$ cat src/rtl/cic_pkg.sv
// Shared sizing helpers and the inter-stage pipeline bundle for the CIC integrator chain.
// The bundle carries the widest supported value/channel; stages use only the low bits they need.
package cic_pkg;

    localparam int CIC_W_MAX   = 64;
    localparam int CIC_CHW_MAX = 8;

    function automatic int cic_w(input int win, input int wg);
        return win + wg;
    endfunction

    function automatic int chw(input int nch);
        return (nch <= 1) ? 1 : $clog2(nch);
    endfunction

    typedef struct packed {
        logic [CIC_W_MAX-1:0]   value;
        logic [CIC_CHW_MAX-1:0] ch;
        logic                   valid;
    } cic_bundle_t;

endpackage

$ cat src/rtl/cic_int_chain_if.sv
// Sample-in / sample-out bus of the integrator chain.
// A sample is transferred on every rising edge where val_in (resp. val_out) is 1; there is no back-pressure.
interface cic_int_chain_if
    import cic_pkg::*;
#(
    parameter int Win = 16,
    parameter int Wg  = 22,
    parameter int NCH = 1
);

    localparam int W   = cic_w(Win, Wg);
    localparam int CHW = chw(NCH);

    logic signed [Win-1:0] data_in;
    logic [CHW-1:0]        ch_in;
    logic                  val_in;
    logic signed [W-1:0]   data_out;
    logic [CHW-1:0]        ch_out;
    logic                  val_out;
    logic                  dec_out;

    modport master (
        output data_in, ch_in, val_in,
        input  data_out, ch_out, val_out, dec_out
    );

    modport slave (
        input  data_in, ch_in, val_in,
        output data_out, ch_out, val_out, dec_out
    );

endinterface

$ cat src/rtl/cic_int_stage.sv
// One time-multiplexed integrator stage: per-channel accumulator plus an output pipeline register.
// Read-modify-write of the channel's accumulator completes in one cycle, so same-channel samples may be back-to-back.
module cic_int_stage
    import cic_pkg::*;
#(
    parameter int W   = 38,
    parameter int NCH = 1,
    parameter int CHW = 1
) (
    input  logic        clk,
    input  logic        rst,
    input  logic        clr,
    input  cic_bundle_t in_b,
    output cic_bundle_t out_b
);

    logic [W-1:0]   acc [NCH];
    logic [W-1:0]   cur;
    logic [W-1:0]   sum;
    logic [CHW-1:0] ch;
    logic           unused_in;

    assign ch        = in_b.ch[CHW-1:0];
    assign unused_in = ^in_b;

    always_comb begin
        cur = '0;
        for (int c = 0; c < NCH; c++) begin
            if (ch == CHW'(c)) cur = acc[c];
        end
    end

    // Modular wrap-around is intended; the comb section cancels it.
    assign sum = cur + in_b.value[W-1:0];

    always_ff @(posedge clk) begin
        if (rst || clr) begin
            for (int c = 0; c < NCH; c++) acc[c] <= '0;
            out_b.valid <= 1'b0;
            if (rst) begin
                out_b.value <= '0;
                out_b.ch    <= '0;
            end
        end else begin
            out_b.valid <= in_b.valid;
            if (in_b.valid) begin
                for (int c = 0; c < NCH; c++) begin
                    if (ch == CHW'(c)) acc[c] <= sum;
                end
                out_b.value <= CIC_W_MAX'(signed'(sum));
                out_b.ch    <= CIC_CHW_MAX'(ch);
            end
        end
    end

endmodule

$ cat src/rtl/cic_int_chain.sv
// Time-multiplexed CIC integrator chain: sign extension, NINT pipelined integrator stages,
// and a per-channel decimation phase counter that marks every R-th output of each channel.
module cic_int_chain
    import cic_pkg::*;
#(
    parameter int Win  = 16,
    parameter int Wg   = 22,
    parameter int NINT = 3,
    parameter int NCH  = 1,
    parameter int R    = 8
) (
    input  logic            clk,
    input  logic            rst,
    input  logic            clr,
    cic_int_chain_if.slave  bus
);

    localparam int W   = cic_w(Win, Wg);
    localparam int CHW = chw(NCH);
    localparam int PHW = (R > 1) ? $clog2(R) : 1;

    cic_bundle_t    pipe [NINT+1];
    cic_bundle_t    head;
    cic_bundle_t    last;
    logic           in_ok;
    logic [CHW-1:0] last_ch;
    logic [PHW-1:0] ph [NCH];
    logic [PHW-1:0] ph_cur;
    logic           at_end;
    logic           unused_last;

    // Out-of-range channels are dropped here; clr also wins over a same-cycle sample.
    assign in_ok = bus.val_in && (int'(bus.ch_in) < NCH);

    always_comb begin
        head       = '0;
        head.value = CIC_W_MAX'(bus.data_in);
        head.ch    = CIC_CHW_MAX'(bus.ch_in);
        head.valid = in_ok && !clr;
    end

    assign pipe[0] = head;

    for (genvar k = 0; k < NINT; k++) begin : g_stage
        cic_int_stage #(
            .W   (W),
            .NCH (NCH),
            .CHW (CHW)
        ) u_stage (
            .clk   (clk),
            .rst   (rst),
            .clr   (clr),
            .in_b  (pipe[k]),
            .out_b (pipe[k+1])
        );
    end

    assign last        = pipe[NINT];
    assign last_ch     = last.ch[CHW-1:0];
    assign unused_last = ^{last.value, last.ch};

    always_comb begin
        ph_cur = '0;
        for (int c = 0; c < NCH; c++) begin
            if (last_ch == CHW'(c)) ph_cur = ph[c];
        end
    end

    assign at_end = (ph_cur == PHW'(R - 1));

    always_ff @(posedge clk) begin
        if (rst || clr) begin
            for (int c = 0; c < NCH; c++) ph[c] <= '0;
        end else if (last.valid) begin
            for (int c = 0; c < NCH; c++) begin
                if (last_ch == CHW'(c)) ph[c] <= at_end ? '0 : ph_cur + 1'b1;
            end
        end
    end

    assign bus.data_out = last.value[W-1:0];
    assign bus.ch_out   = last_ch;
    assign bus.val_out  = last.valid;
    assign bus.dec_out  = last.valid && at_end;

endmodule
$ cat src/flat_wrapper.sv
// flat-port wrapper written by rule: the top's interface ports become plain ports
module cic_int_chain_flat import cic_pkg::*;
#(
    parameter int Win  = 16,
    parameter int Wg   = 22,
    parameter int NINT = 3,
    parameter int NCH  = 1,
    parameter int R    = 8
)
  (clk, rst, clr, bus_data_in, bus_ch_in, bus_val_in, bus_data_out, bus_ch_out, bus_val_out, bus_dec_out);
  cic_int_chain_if #(.Win(Win), .Wg(Wg), .NCH(NCH)) bus_i ();
  input  logic clk;
  input  logic rst;
  input  logic clr;
  input wire logic [$bits(bus_i.data_in)-1:0] bus_data_in;
  input wire logic [$bits(bus_i.ch_in)-1:0] bus_ch_in;
  input wire logic [$bits(bus_i.val_in)-1:0] bus_val_in;
  output wire logic [$bits(bus_i.data_out)-1:0] bus_data_out;
  output wire logic [$bits(bus_i.ch_out)-1:0] bus_ch_out;
  output wire logic [$bits(bus_i.val_out)-1:0] bus_val_out;
  output wire logic [$bits(bus_i.dec_out)-1:0] bus_dec_out;
  assign bus_i.data_in = bus_data_in;
  assign bus_i.ch_in = bus_ch_in;
  assign bus_i.val_in = bus_val_in;
  assign bus_data_out = bus_i.data_out;
  assign bus_ch_out = bus_i.ch_out;
  assign bus_val_out = bus_i.val_out;
  assign bus_dec_out = bus_i.dec_out;
  cic_int_chain #(.Win(Win), .Wg(Wg), .NINT(NINT), .NCH(NCH), .R(R)) u_core (.clk(clk), .rst(rst), .clr(clr), .bus(bus_i));
endmodule
$ cat config.mk
export PLATFORM = sky130hd
export DESIGN_NAME = cic_int_chain_flat
export DESIGN_NICKNAME = d
export VERILOG_FILES = /design/src/rtl/cic_pkg.sv /design/src/rtl/cic_int_chain_if.sv /design/src/rtl/cic_int_stage.sv /design/src/rtl/cic_int_chain.sv /design/src/flat_wrapper.sv
export SDC_FILE = /design/constraint.sdc
export NUM_CORES = 1
export LEC_CHECK = 0
export BUFFER_PORTS_ARGS = -buffer_cell sky130_fd_sc_hd__buf_2
export CAP_MARGIN = 20
export CORE_MARGIN = 3
export CORE_UTILIZATION = 43
export DETAILED_ROUTE_END_ITERATION = 8
export PLACE_DENSITY_LB_ADDON = 0.3
export SYNTH_ARGS = -nofsm -noshare
export SYNTH_HDL_FRONTEND = slang
export SYNTH_SLANG_ARGS = --single-unit
$ cat constraint.sdc
create_clock -name clk -period 3.7 [get_ports clk]
set_input_delay 1.11 -clock clk [delete_from_list [all_inputs] [get_ports clk]]
set_output_delay 1.11 -clock clk [all_outputs]
set_load 0.02 [all_outputs]
==> results of run 1 <==
==> critical path, cell delays in order, from the launching register on <==
cell       delay, ns
edfxtp_1        0.54
nor2b_1         0.19
ha_1            0.18
inv_1           0.06
fa_1            0.42
nand2b_1        0.19
a211oi_2        0.28
o21ai_1         0.18
a2111oi_2       0.37
buf_4           0.18
o21ai_2         0.10
a211oi_4        0.33
o21ai_2         0.14
mux2i_2         0.18
==> state kept, by name, summed over array words and instances, names as in the netlist <==
name,count
u_core.g_stage.u_stage.out_b,120
u_core.g_stage.u_stage.acc,114
u_core.ph,3
==> stage by stage <==
stage / cells / utilization (%) / worst slack, ns / hold slack (ns) / setup TNS, ns
after floorplan: 1571 / - / -0.00682 / 0.466 / -0.0131
after global placement: 2143 / 48.7 / -0.228 / 0.497 / -3.83
after detailed placement: 2143 / 48.7 / -0.291 / 0.512 / -5.56
after CTS: 2195 / 51.5 / 0.117 / 0.521 / 0
after global routing: 2198 / 51.6 / -0.00753 / 0.529 / -0.00753
final: 2198 / 51.6 / 0.135 / 0.519 / 0
==> cell usage after synthesis, types with 4 or more instances <==
cell type / count
o221ai_1: 5
nand2b_1: 13
a31oi_1: 11
o211ai_1: 5
clkbuf_1: 60
inv_1: 29
xnor2_1: 48
and2_1: 18
or3_1: 9
a21oi_1: 123
o21ai_1: 9
o21a_1: 24
o21bai_1: 22
buf_2: 4
nor3_1: 37
ha_1: 113
or2_2: 9
a221oi_1: 4
nor2_1: 237
and3_1: 9
mux2i_1: 4
nand4_1: 37
buf_1: 5
nor4_1: 6
nand2_1: 101
a211oi_1: 11
xor2_1: 41
and4_1: 6
nand3_1: 18
edfxtp_1: 234
a21o_1: 38
nor2b_1: 132
o31ai_1: 9
nor3b_1: 9
o21ai_0: 59
==> worst min-delay path by stage <==
stage,depth (start not counted),end,slack (ns)
4_1_cts,1,u_core.g_stage[2].u_stage.out_b[0],0.52
5_1_grt,1,u_core.g_stage[2].u_stage.out_b[0],0.53
2_1_floorplan,1,u_core.g_stage[2].u_stage.out_b[0],0.47
3_5_place_dp,1,u_core.g_stage[2].u_stage.out_b[0],0.51
6_report,1,u_core.g_stage[2].u_stage.out_b[0],0.52
3_3_place_gp,1,u_core.g_stage[2].u_stage.out_b[0],0.50
==> report_power, final <==
| group | total, mW | internal [mW] | leakage [nW] | switching [mW] |
|---|---|---|---|---|
| registers | 3.19 | 3.13 | 2.55 | 0.0624 |
| logic | 1.28 | 0.503 | 4.43 | 0.778 |
| clock network | 2.86 | 1.69 | 0.471 | 1.18 |
| total | 7.33 | 5.32 | 7.45 | 2.02 |
==> metal layers <==
layer	track usage, %	wire length (µm)	vias to the layer above	part of all wire [%]
li1	-	-	6058	-
met1	28.2	18300	5679	49
met2	31.9	17000	282	45
met3	2.40	1550	60	4.1
met4	4.30	822	0	2.2
met5	0	0	-	0
==> final cells by class <==
cell class / count / area, µm² / area share [%]
multi-input cells: 1230 / 7980 / 44.2
flip-flops and latches: 237 / 7090 / 39.2
repair buffers: 195 / 1350 / 7.49
clock buffers: 29 / 704 / 3.90
well taps: 455 / 569 / 3.15
clock inverters: 23 / 264 / 1.46
inverters: 29 / 109 / 0.603
==> what timing repair did <==
item | 4_1_cts | 5_1_grt
setup buffers | 0 | 3
endpoints found under the hold margin | 0 | 0
gates resized for setup | 0 | 10
endpoints found under the setup margin | 0 | 15
==> cell families after synthesis <==
family / share of synthesized area [%]
xor gates and xnor gates: 5.06
DFF: 46.0
adders and majority gates: 9.56
and+or+nand+nor: 20.9
buffers and inverters: 2.78
muxes: 0.406
AOI/OAI and AO/OA: 15.3
==> flow_summary.yaml, run 1 <==
run_status:
  status: "completed"
synth:
  netlist_area_mm2: 0.0154
  synthArstFlopShare_pct: 0
  syn_inst: 1571
  synth_edf_count: 234
  ys_seq_area_share_pct: 46.0
  avgSynthCellArea_um2: 9.81
  ys_ff_latch: 237
  synth_top_area_share_pct: 45.6
  yosysTopAreaCell: "edfxtp_1"
  ys.flop_type: "edfxtp_1"
  yosys_warnings: 0
  synth.distinct_cells: 79
  synth.area.top_cells: "edfxtp_1 (46%), ha_1 (9.2%), nor2_1 (5.8%), nor2b_1 (5.4%), a21oi_1 (4.0%)"
  synth_fp_nets: 1708
clocking:
  clock_latency_ns: 0.57
  tritoncts: "done"
  cts_sinks: 237
  postCtsHoldBufs: 0
  clockBufferDepth: 3
  ctsRootBufferMaster: "clkbuf_16"
  htreeDepth: 1
  path_clk_slew_ns: 0.06
  numCtsBuffers: 28
die:
  core.rowCount: 68
  die_x_um: 195
  core_area_mm2: 0.0350
  die_area_mm2: 0.0382
  io_pins: 62
  die_h_um: 195
  start_util_pct: 44.1
worst_hold_path:
  min-delay-start: "u_core.g_stage[1].u_stage.out_b[0]"
  min_path_type: "reg -> reg"
grt:
  grt_overflow: 0
  grt_max_degree: 124
  antenna_found_initial: 0
  track_usage_pct: 19.6
  grt_pass1_wl_um: 61900
  grt_pass1_vias: 11960
placed_design:
  gp_congestion: 0.897
  post_dp_cell_area_mm2: 0.0170
  io_buffers: 61
  hpwl_um: 27900
route:
  vias: 12079
  postRouteAntennaNets: 0
  wl_per_cell_um: 17.2
  drt_wl_total_um: 37700
  dr.pass1.iters: 7
  first_iter_violations: 807
  routed_via_density: 5.50
  drcViolationCount: 0
worst_setup_path:
  critPathCapture: "u_core.g_stage[1].u_stage.out_b[45]"
  start_kind: "register"
  crit_type: "reg -> reg"
  endpoint_kind: "register"
  r2r-end: "u_core.g_stage[1].u_stage.out_b[45]"
  worstPathArrival_ns: 3.88
  rr_startpoint: "u_core.g_stage[0].u_stage.out_b[1]"
  crit_fanout: 5
  r2r_setup_slack_ns: 0.13
  crit_required_ns: 4.01
  ff2ff_path_depth: 13
  critPathLaunch: "u_core.g_stage[0].u_stage.out_b[1]"
pwr:
  peakVddDrop_mv: 0.378
  p_leak_nw: 7.45
  p_per_area_mw_per_mm2: 406
  p_total_mw: 7.33
timing:
  fin_crit_ns: 3.57
  tightest_slew_ns: 0.941
  fmax_ghz: 0.280
  setup_viol: 0
  hold_viol: 0
  finClkSkew_ns: 0.0287
  slew_headroom_pct: 37.2
  drv_slew: 0
  rsz0062_at_grt: "yes"
  period_share_pct: 96.4
cells_and_area:
  diodes: 0
  area_growth_pct: 17.2
  postLayoutCellArea_mm2: 0.0181
  nNetsFinal: 1858
  nFillCells: 3146
  layout.cells.most_common: "nor2_1"
  drive_above_1_share_pct: 16.4
  layout_common_cells: "nor2_1 (237), edfxtp_1 (234), nor2b_1 (131)"
flow_run:
  drv_cap: 0
Note: power is estimated with default switching activity, not from simulation.
==> run 2: changes to the inputs <==
==> constraint.sdc (replaced) <==
create_clock -name clk -period 3.2 [get_ports clk]
set_input_delay 0.96 -clock clk [delete_from_list [all_inputs] [get_ports clk]]
set_output_delay 0.96 -clock clk [all_outputs]
set_load 0.02 [all_outputs]
==> flow_summary.yaml, run 2 (synthesis results as in run 1) <==
timing:
  setup-tns-final_ns: -0.0366
  rsz0062_at_grt: "yes"
  fmax_ghz: 0.309
  setup_viol: 2
  tightest_slew_ns: 0.945
  fin_ws_ns: -0.0346
  period_share_pct: 101
  finClkSkew_ns: 0.0228
  slew_headroom_pct: 37.0
  hold_viol: 0
  fin_crit_ns: 3.23
  fin_hold_ws_ns: 0.526
  drv_slew: 0
cells_and_area:
  area_growth_pct: 28.4
  fin_util_pct: 56.6
  top_register: "u_core.g_stage.u_stage.out_b"
  multiInputGateArea_mm2: 0.00845
  layout.cells.most_common: "buf_4"
  nFillCells: 3036
  drive_above_1_share_pct: 27.0
  seqCellArea_mm2: 0.00709
  diodes: 0
  layout_common_cells: "buf_4 (277), nor2_1 (237), edfxtp_1 (234)"
  reg.largest.list: "u_core.g_stage.u_stage.out_b: 120 flops, u_core.g_stage.u_stage.acc: 114 flops, u_core.ph: 3 flops"
  nNetsFinal: 2015
  largest_register_ffs: 120
route:
  drt_wl_total_um: 40600
  vias: 12770
  first_iter_violations: 846
  routed_via_density: 5.43
  drcViolationCount: 0
  dr.pass1.iters: 5
  wl_per_cell_um: 17.3
  postRouteAntennaNets: 0
pwr:
  p_per_area_mw_per_mm2: 431
  p_leak_nw: 8.34
  peakVddDrop_mv: 0.436
clocking:
  htreeDepth: 1
  clockBufferDepth: 3
  path_clk_slew_ns: 0.06
  tritoncts: "done"
  numCtsBuffers: 26
  postCtsHoldBufs: 0
  cts_sinks: 237
  clock_latency_ns: 0.55
  ctsRootBufferMaster: "clkbuf_16"
worst_setup_path:
  endpoint_kind: "register"
  crit_type: "reg -> reg"
  crit_required_ns: 3.49
  crit_fanout: 33
  start_kind: "register"
  worstPathArrival_ns: 3.53
placed_design:
  hpwl_um: 29900
  post-place-ws_ns: -0.635
  io_buffers: 61
  gp_congestion: 0.978
worst_hold_path:
  min_path_type: "reg -> reg"
run_status:
  violations: "negative setup slack"
  status: "finished, violations left"
die:
  die_x_um: 195
  die_area_mm2: 0.0382
  core_area_mm2: 0.0350
  start_util_pct: 44.1
  io_pins: 62
  core.rowCount: 68
  die_h_um: 195
grt:
  antenna_found_initial: 0
  track_usage_pct: 20.4
  grt_overflow: 0
  grt_pass1_wl_um: 64600
  grt_max_degree: 65
  grt_pass1_vias: 12473
flow_run:
  drv_cap: 0
run 2: worst paths after layout:
check                                      from                                  end  slack (ns)  depth (start not counted)
max          u_core.g_stage[0].u_stage.out_b[1]  u_core.g_stage[1].u_stage.out_b[46]       -0.03                         12
max reg2reg  u_core.g_stage[0].u_stage.out_b[1]  u_core.g_stage[1].u_stage.out_b[46]       -0.03                         12
min reg2reg  u_core.g_stage[1].u_stage.out_b[0]   u_core.g_stage[2].u_stage.out_b[0]        0.53                          1
min          u_core.g_stage[1].u_stage.out_b[0]   u_core.g_stage[2].u_stage.out_b[0]        0.53                          1
run 2: area by class of cell:
type / count / share of cell area (%)
Inverter: 29 / 0.550
Multi-Input combinational cell: 1230 / 42.7
Timing Repair Buffer: 354 / 13.7
Clock buffer: 28 / 3.33
Clock inverter: 20 / 0.999
Sequential cell: 237 / 35.8
Tap cell: 455 / 2.88
run 2: worst max-delay path: stages, from the launching register on:
cell and delay, ns:
edfxtp_1 0.47, buf_12 0.21, nor2b_1 0.22, ha_1 0.32, and3_1 0.18, buf_4 0.14, a32oi_2 0.31, and3_1 0.28
o21bai_2 0.11, a21oi_2 0.17, o31ai_1 0.08, buf_4 0.17, mux2_1 0.30
run 2: power breakdown:
group	total (mW)	switching, mW	internal [mW]
clock	3.04	1.24	1.80
combinational	1.79	1.00	0.791
sequential	3.69	0.0756	3.62
run 2: routing by layer:
layer	GRT usage, %	vias to the layer above	wire length (µm)
met5	0	-	0
met4	3.83	0	787
met3	2.42	58	1740
met2	33.2	286	18700
met1	29.8	6083	19500
li1	-	6343	-
run 2: through the flow:
| stage | cell area [µm²] | total power, mW | cells |
|---|---|---|---|
| 6_report | 19800 | 8.52 | 2353 |
| 5_1_grt | 19800 | 8.92 | 2353 |
| 4_1_cts | 19100 | 8.47 | 2331 |
| 3_5_place_dp | 18200 | 5.40 | 2281 |
| 3_3_place_gp | 18200 | 5.38 | 2281 |
| 2_1_floorplan | 15500 | 4.73 | 1571 |
run 2: timing repair:
item | in CTS | in global routing
setup endpoints to repair | 26 | 85
gates cloned | 0 | 3
pin swaps | 13 | 42
buffers inserted | 2 | 19
gates resized for setup | 22 | 99
==> run 3: changes to the inputs <==
--- a/config.mk
+++ b/config.mk
@@ -7,8 +7,8 @@
 export LEC_CHECK = 0
 export BUFFER_PORTS_ARGS = -buffer_cell sky130_fd_sc_hd__buf_2
 export CAP_MARGIN = 20
-export CORE_MARGIN = 3
-export CORE_UTILIZATION = 43
+export CORE_MARGIN = 2
+export CORE_UTILIZATION = 50
 export DETAILED_ROUTE_END_ITERATION = 8
 export PLACE_DENSITY_LB_ADDON = 0.3
 export SYNTH_ARGS = -nofsm -noshare
==> flow_summary.yaml, run 3 (synthesis results as in run 1) <==
run_status:
  status: "finished, violations left"
  violations: "negative setup slack"
pwr:
  peakVddDrop_mv: 0.418
  p_comb_share_pct: 19.9
  p_total_mw: 8.72
  swShare_pct: 26.7
  p_per_area_mw_per_mm2: 445
  p_switching_mw: 2.33
  p_leak_nw: 8.17
  p_clk_share_pct: 37.8
  power.sequential.fraction_pct: 42.3
  internal_power_mw: 6.39
worst_setup_path:
  crit_fanout: 5
  ff2ff_path_depth: 14
  start_kind: "register"
  crit_type: "reg -> reg"
  critPathLaunch: "u_core.g_stage[0].u_stage.out_b[1]"
  rr_startpoint: "u_core.g_stage[0].u_stage.out_b[1]"
  worstPathArrival_ns: 3.51
  crit_required_ns: 3.47
  endpoint_kind: "register"
cells_and_area:
  largest_register_ffs: 120
  top_register: "u_core.g_stage.u_stage.out_b"
  drive_above_1_share_pct: 27.0
  layout_common_cells: "buf_4 (247), nor2_1 (237), edfxtp_1 (234)"
  layout.cells.most_common: "buf_4"
  fin_cells: 2262
  nNetsFinal: 1982
  diodes: 0
  nFillCells: 2462
  area_growth_pct: 27.0
  reg.largest.list: "u_core.g_stage.u_stage.out_b: 120 flops, u_core.g_stage.u_stage.acc: 114 flops, u_core.ph: 3 flops"
timing:
  drv_slew: 0
  setup_viol: 3
  setup-tns-final_ns: -0.0631
  fin_hold_ws_ns: 0.520
  fin_ws_ns: -0.0339
  hold_viol: 0
  tightest_slew_ns: 0.543
  finClkSkew_ns: 0.0252
  fmax_ghz: 0.309
  fin_crit_ns: 3.23
  slew_headroom_pct: 63.4
  period_share_pct: 101
  rsz0062_at_grt: "yes"
grt:
  grt_overflow: 0
  track_usage_pct: 23.3
  antenna_found_initial: 0
  grt_max_degree: 49
  grt_pass1_vias: 12565
  grt_pass1_wl_um: 62600
route:
  first_iter_violations: 1105
  dr.pass1.iters: 5
  postRouteAntennaNets: 0
  routed_via_density: 5.62
  drcViolationCount: 0
  wl_per_cell_um: 17.2
  drt_wl_total_um: 38900
  vias: 12718
worst_hold_path:
  hold_path_depth: 1
  min_path_type: "reg -> reg"
  min-delay-start: "u_core.g_stage[1].u_stage.out_b[0]"
placed_design:
  io_buffers: 61
  hpwl_um: 28700
  gp_congestion: 0.936
  post-place-ws_ns: -0.604
  place_inst: 2195
clocking:
  cts_sinks: 237
  clockBufferDepth: 3
  numCtsBuffers: 27
  tritoncts: "done"
  ctsRootBufferMaster: "clkbuf_16"
  path_clk_slew_ns: 0.06
  htreeDepth: 1
  clock_latency_ns: 0.55
die:
  die_area_mm2: 0.0322
  core_area_mm2: 0.0305
  core.rowCount: 64
  die_x_um: 180
  start_util_pct: 50.5
  io_pins: 62
  die_h_um: 180
flow_run:
  drv_cap: 0
-- run 3: stage by stage --
stage	area [µm²]	util, %
after global placement	17800	58.5
after CTS	19000	62.3
after detailed placement	17800	58.5
final	19600	64.2
after floorplan	15500	-
after global routing	19600	64.2
-- run 3: layout make-up --
class / instances / area, µm² / area share (%)
Multi-Input combinational cell: 1230 / 8550 / 43.6
Timing Repair Buffer: 320 / 2390 / 12.2
Clock buffer: 29 / 683 / 3.49
Inverter: 29 / 109 / 0.556
Clock inverter: 21 / 267 / 1.36
Tap cell: 396 / 495 / 2.53
Sequential cell: 237 / 7090 / 36.2
-- run 3: worst max-delay path, cell delays in order (launching register included) --
cell       delay, ns
edfxtp_1        0.37
buf_6           0.17
nor2b_4         0.14
ha_4            0.14
inv_2           0.03
fa_2            0.32
nand2b_4        0.16
a211oi_4        0.28
o21ai_2         0.14
a2111oi_4       0.34
buf_4           0.18
o21ai_4         0.07
a211oi_4        0.29
o21ai_2         0.13
mux2i_2         0.18
-- run 3: repair_timing --
action | CTS | global route
pin swaps | 11 | 42
gates resized for setup | 34 | 105
hold buffers | 0 | 0
buffers inserted | 4 | 11
gates cloned | 1 | 1
setup endpoints to repair | 32 | 83
-- run 3: power by group through the flow --
stage	Clock (mW)	Combinational, mW	Sequential [mW]
2_1_floorplan	0	0.970	3.76
3_3_place_gp	0	1.57	3.74
3_5_place_dp	0	1.60	3.74
4_1_cts	3.33	1.64	3.68
5_1_grt	3.46	1.90	3.70
6_report	3.30	1.73	3.69
-- run 3: worst paths after layout --
path / slack, ns / to
worst max-delay path: -0.03 / u_core.g_stage[1].u_stage.out_b[45]
worst min-delay path: 0.52 / u_core.g_stage[2].u_stage.out_b[0]
worst max register to register: -0.03 / u_core.g_stage[1].u_stage.out_b[45]
worst min register to register: 0.52 / u_core.g_stage[2].u_stage.out_b[0]
-- run 3: per-layer routing --
layer	part of all wire, %	wire, µm	vias to the layer above	GRT usage (%)
met5	0	0	-	0
met4	2.7	1070	0	6.93
met3	4.2	1640	64	2.57
met2	47	18400	322	38.4
met1	46	17800	6045	32.6
li1	-	-	6287	-
